File: src/rtl/fir_input_buffer.sv
// Sample FIFO feeding a FIR stage: buffers upstream samples and issues them one
// at a time to the FIR controller with an ISSUE/BUSY handshake.
module fir_input_buffer #(
    parameter int unsigned DATA_WIDTH = 16,
    parameter int unsigned DEPTH      = 8
) (
    input  logic                         clk,
    input  logic                         rst,
    input  logic [DATA_WIDTH-1:0]        s_data,
    input  logic                         s_valid,
    output logic                         s_ready,
    output logic [DATA_WIDTH-1:0]        fir_data,
    output logic                         inputValid,
    input  logic                         outputValid,
    output logic [$clog2(DEPTH+1)-1:0]   count,
    output logic                         overflow
);

    localparam int unsigned PTR_W = $clog2(DEPTH);
    localparam int unsigned CNT_W = $clog2(DEPTH + 1);
    localparam logic [CNT_W-1:0] FULL = CNT_W'(DEPTH);

    typedef enum logic [1:0] {
        IDLE  = 2'd0,
        ISSUE = 2'd1,
        BUSY  = 2'd2
    } state_e;

    state_e                 state_q, state_d;
    logic [PTR_W-1:0]       rptr_q, rptr_d;
    logic [PTR_W-1:0]       wptr_q, wptr_d;
    logic [CNT_W-1:0]       count_q, count_d;
    logic                   overflow_q, overflow_d;
    logic [DATA_WIDTH-1:0]  mem_q [DEPTH];

    logic                   push;
    logic                   pop;
    logic                   drop;

    // Accept/drop decisions use registered occupancy only; a same-edge pop never frees room.
    always_comb begin
        push = s_valid && (count_q != FULL);
        drop = s_valid && (count_q == FULL);
        pop  = (state_q == BUSY) && outputValid && (count_q != '0);
    end

    // State register
    always_ff @(posedge clk or negedge rst) begin
        if (!rst) begin
            state_q <= IDLE;
        end else begin
            state_q <= state_d;
        end
    end

    // Next-state logic; outputValid is only honoured in BUSY
    always_comb begin
        state_d = state_q;
        case (state_q)
            IDLE:    if (count_q != '0) state_d = ISSUE;
            ISSUE:   state_d = BUSY;
            BUSY:    if (outputValid) state_d = IDLE;
            default: state_d = IDLE;
        endcase
    end

    // FSM-decoded outputs
    always_comb begin
        inputValid = (state_q == ISSUE);
        s_ready    = (count_q != FULL);
    end

    // Pointer, occupancy and sticky overflow update
    always_comb begin
        rptr_d     = rptr_q;
        wptr_d     = wptr_q;
        count_d    = count_q;
        overflow_d = overflow_q || drop;
        if (push) wptr_d = wptr_q + PTR_W'(1);
        if (pop)  rptr_d = rptr_q + PTR_W'(1);
        case ({push, pop})
            2'b10:   count_d = count_q + CNT_W'(1);
            2'b01:   count_d = count_q - CNT_W'(1);
            default: count_d = count_q;
        endcase
    end

    always_ff @(posedge clk or negedge rst) begin
        if (!rst) begin
            rptr_q     <= '0;
            wptr_q     <= '0;
            count_q    <= '0;
            overflow_q <= 1'b0;
        end else begin
            rptr_q     <= rptr_d;
            wptr_q     <= wptr_d;
            count_q    <= count_d;
            overflow_q <= overflow_d;
        end
    end

    // Storage is deliberately not reset; stale entries become unreachable when pointers clear.
    always_ff @(posedge clk) begin
        if (push) mem_q[wptr_q] <= s_data;
    end

    always_comb begin
        fir_data = mem_q[rptr_q];
        count    = count_q;
        overflow = overflow_q;
    end

endmodule
File: config.mk
export PLATFORM = sky130hd
export DESIGN_NAME = fir_input_buffer
export DESIGN_NICKNAME = d
export VERILOG_FILES = /design/src/rtl/fir_input_buffer.sv
export SDC_FILE = /design/constraint.sdc
export NUM_CORES = 1
export LEC_CHECK = 0
export CAP_MARGIN = 20
export CELL_PAD_IN_SITES_DETAIL_PLACEMENT = 0
export CELL_PAD_IN_SITES_GLOBAL_PLACEMENT = 1
export CORE_MARGIN = 3
export CORE_UTILIZATION = 41
export DETAILED_ROUTE_END_ITERATION = 7
export PLACE_DENSITY = 0.71
export SYNTH_ARGS = -nofsm -noshare
export SYNTH_HDL_FRONTEND = slang
export SYNTH_SLANG_ARGS = --single-unit
File: constraint.sdc
create_clock -name clk -period 3.1 [get_ports clk]
set_clock_uncertainty 0.05 [all_clocks]
set_input_delay 0.31 -clock clk [delete_from_list [all_inputs] [get_ports clk]]
set_output_delay 0.31 -clock clk [all_outputs]
set_load 0.05 [all_outputs]
==> run metrics <==
Critical path origin=count[2]$_DFFE_PN0P_; total power=slightly above 7 mW; GRT busiest layer=met2; Seq. cell area=4169 sq um; die width=roughly 120 um; met1 Usage GRT=a little under a fifth; Synth Flop Type=edfxtp_1; Critical-path top delay cell=or4b_1; Leak Pwr=around 2.4 nW; final setup fails=0; YS warnings=0; postcts setup bufs=0; largest net degree at the start of global routing=33; area delta synth->final=21.51%; Post-CTS Resized=0; EDFF count, synth=~130; Avg WL per Cell=between 15 and 20 um; Least-Margin Pin Slew=around 0.74 ns; # nets final=around 340; Worst-path clk slew=about 0.06 ns; CTS sink cnt=between 100 and 150; Reg2Reg Setup Slack=roughly 0.37 ns; CTS root buf=clkbuf_16; die area=approximately 15,000 sq um; register area share after synthesis=between 70% and 80%; CP cell instances=or4b_1, nand2_4, ha_1, or3b_1, a2111oi_2, o221ai_1; # Max-Cap Violations=0; Multi-input gate area=1416 sq um; critical-path maximum fanout=8; Hold Path Class=in -> async; met2 usage=between 20% and 30%; Netlist cell types=36; row cnt=42; DR vias=between 2,000 and 3,000; first-pass GRT wire length=~15,000 um; worst path required time=3.31 ns; vias in the first global route=2,710; CTS tree=built; Syn Area/Cell=21.98 sq um; DRC viols=0; clock latency on the worst-skew pair=around 0.4 ns; status=finished, final reports clean; RSZ-0062 raised after global routing=no; Mapped Cells=between 200 and 300; Starting Density=between 40% and 50%; CORE AREA=13,400 sq um; drt pass-1 iters=4; Async SR Flop Fraction=under 10%; CP max stage delay=about 0.7 ns; Syn Std Cell Area=about 5700 sq um; gp weighted congestion=between 0.6 and 0.7; H-tree Lvls=4; all-layer global routing usage=approximately 14%; CP endpoint kind=register; antenna diode count=0; Post-CTS Hold Buffers=0; most common cell after layout, fill and taps aside=edfxtp_1; Period minus WS final=about 2.7 ns; Initial DRC Count=185; CP Launch Type=register; hold_ws=0.2362 ns; Worst VDD drop=about 410 uV; Synth Register Bits=141; Crit Path Category=reg -> reg; GRT overflow=0; fin crit share=between 80% and 90%; Mapped Nets=283; final slew viol count=0; power per cell area=roughly 1000 nW/um^2; share of layout cells above drive strength 1=between 20% and 30%; grt met3 use=4.314%; hpwl dp=around 5600 um; Detailed Route WL=9591 um; fill count=about 1,100; Port Buffers=between 40 and 50; final antenna-violating net count=0; Worst EP arrival=2.94 ns; initial antenna violation count=0; IO Pins=43; leading cell types in the layout, fill and taps excluded=edfxtp_1 (128), buf_4 (28), clkdlybuf4s50_1 (26), mux4_1 (25), mux2_2 (18); Max-slew headroom=between 50 and 60%; Critical R2R Launch=count[2]$_DFFE_PN0P_; TritonCTS Buffers=17; die height=roughly 120 um; setup_tns=0 ns; routed vias/inst=5.152; Final Hold Fails=0; Max Buffers Root-to-Sink=2; achievable clock frequency=0.3668 GHz
## kinds of logic after synthesis
family          Yosys count  share of synthesized area (%)
flops                   141                          73.51
simple gates             29                          3.111
mux                      52                          18.31
fa+ha+maj                 5                          1.103
compound gates            8                          1.191
buf+inv                  16                          1.698
xor+xnor                  7                          1.081
## path summary, 6_finish.rpt
check,cells past startpoint,to
worst max-delay path,6,count[3]$_DFFE_PN0P_
worst min-delay path,1,count[0]$_DFFE_PN0P_
worst max register to register,6,count[3]$_DFFE_PN0P_
worst min register to register,1,state_q[0]$_DFFE_PN0P_
max in group asynchronous,1,state_q[0]$_DFFE_PN0P_
min in group clk,1,state_q[0]$_DFFE_PN0P_
## critical path: cells and delay by family, from the launching register on
| family | cells | cell delay [ns] |
|---|---|---|
| flops | 1 | 0.46 |
| compound gates | 2 | 0.54 |
| simple gates | 3 | 1.26 |
| fa+ha+maj | 1 | 0.26 |
## through the flow
stage | util [%] | setup WS (ns) | instance area [sq um] | instances
after global placement | 46.92 | 0.4658 | 6287 | 475
final | 51.43 | 0.3736 | 6892 | 507
after global routing | 51.43 | 0.2363 | 6892 | 507
after CTS | 51.43 | 0.3708 | 6892 | 507
after detailed placement | 46.92 | 0.3895 | 6287 | 475
after floorplan | - | 0.01481 | 5672 | 258
## area by class of cell
class                   instances  area share [%]
repair buffers                 54           6.826
clock inverters                13           2.487
inverters                       3          0.1634
flip-flops and latches        141           60.49
multi-input cells             101           20.55
well taps                     176           3.195
clock buffers                  19           6.282
## cells in the mapped netlist, types with 2 or more instances
master / instances / area, sq um
buf_2: 4 / 20.02
xnor2_1: 4 / 35.03
nor3_1: 4 / 20.02
ha_1: 5 / 62.56
mux4_2: 7 / 157.7
dfrtp_1: 13 / 325.3
xor2_1: 3 / 26.28
nand3_1: 2 / 10.01
inv_1: 3 / 11.26
edfxtp_1: 128 / 3844
nand3b_1: 2 / 15.01
nor2b_1: 2 / 12.51
nand2_1: 2 / 7.510
buf_6: 4 / 45.04
or4b_1: 2 / 20.02
nand2b_1: 3 / 18.77
nor2_1: 7 / 26.28
mux4_1: 25 / 656.9
o21bai_1: 2 / 15.01
mux2_2: 18 / 202.7
clkbuf_1: 3 / 11.26
## flip-flops by register name (all words and copies together) (netlist names)
| register | count |
|---|---|
| state_q | 2 |
| wptr_q | 3 |
| mem_q | 128 |
| overflow | 1 |
| rptr_q | 3 |
| count | 4 |
## routing by layer
| layer | vias up | wire, um |
|---|---|---|
| met5 | - | 0 |
| met4 | 0 | 121 |
| met3 | 12 | 514 |
| met2 | 57 | 4591 |
| met1 | 1334 | 4363 |
| li1 | 1209 | - |
## report_power, final
group	switching (mW)	internal [mW]	total [mW]
Clock	0.708	1.33	2.04
Sequential	0.160	2.43	2.59
Combinational	1.55	1.04	2.59
Total	2.42	4.80	7.22
(Power assumes the default switching activity.)
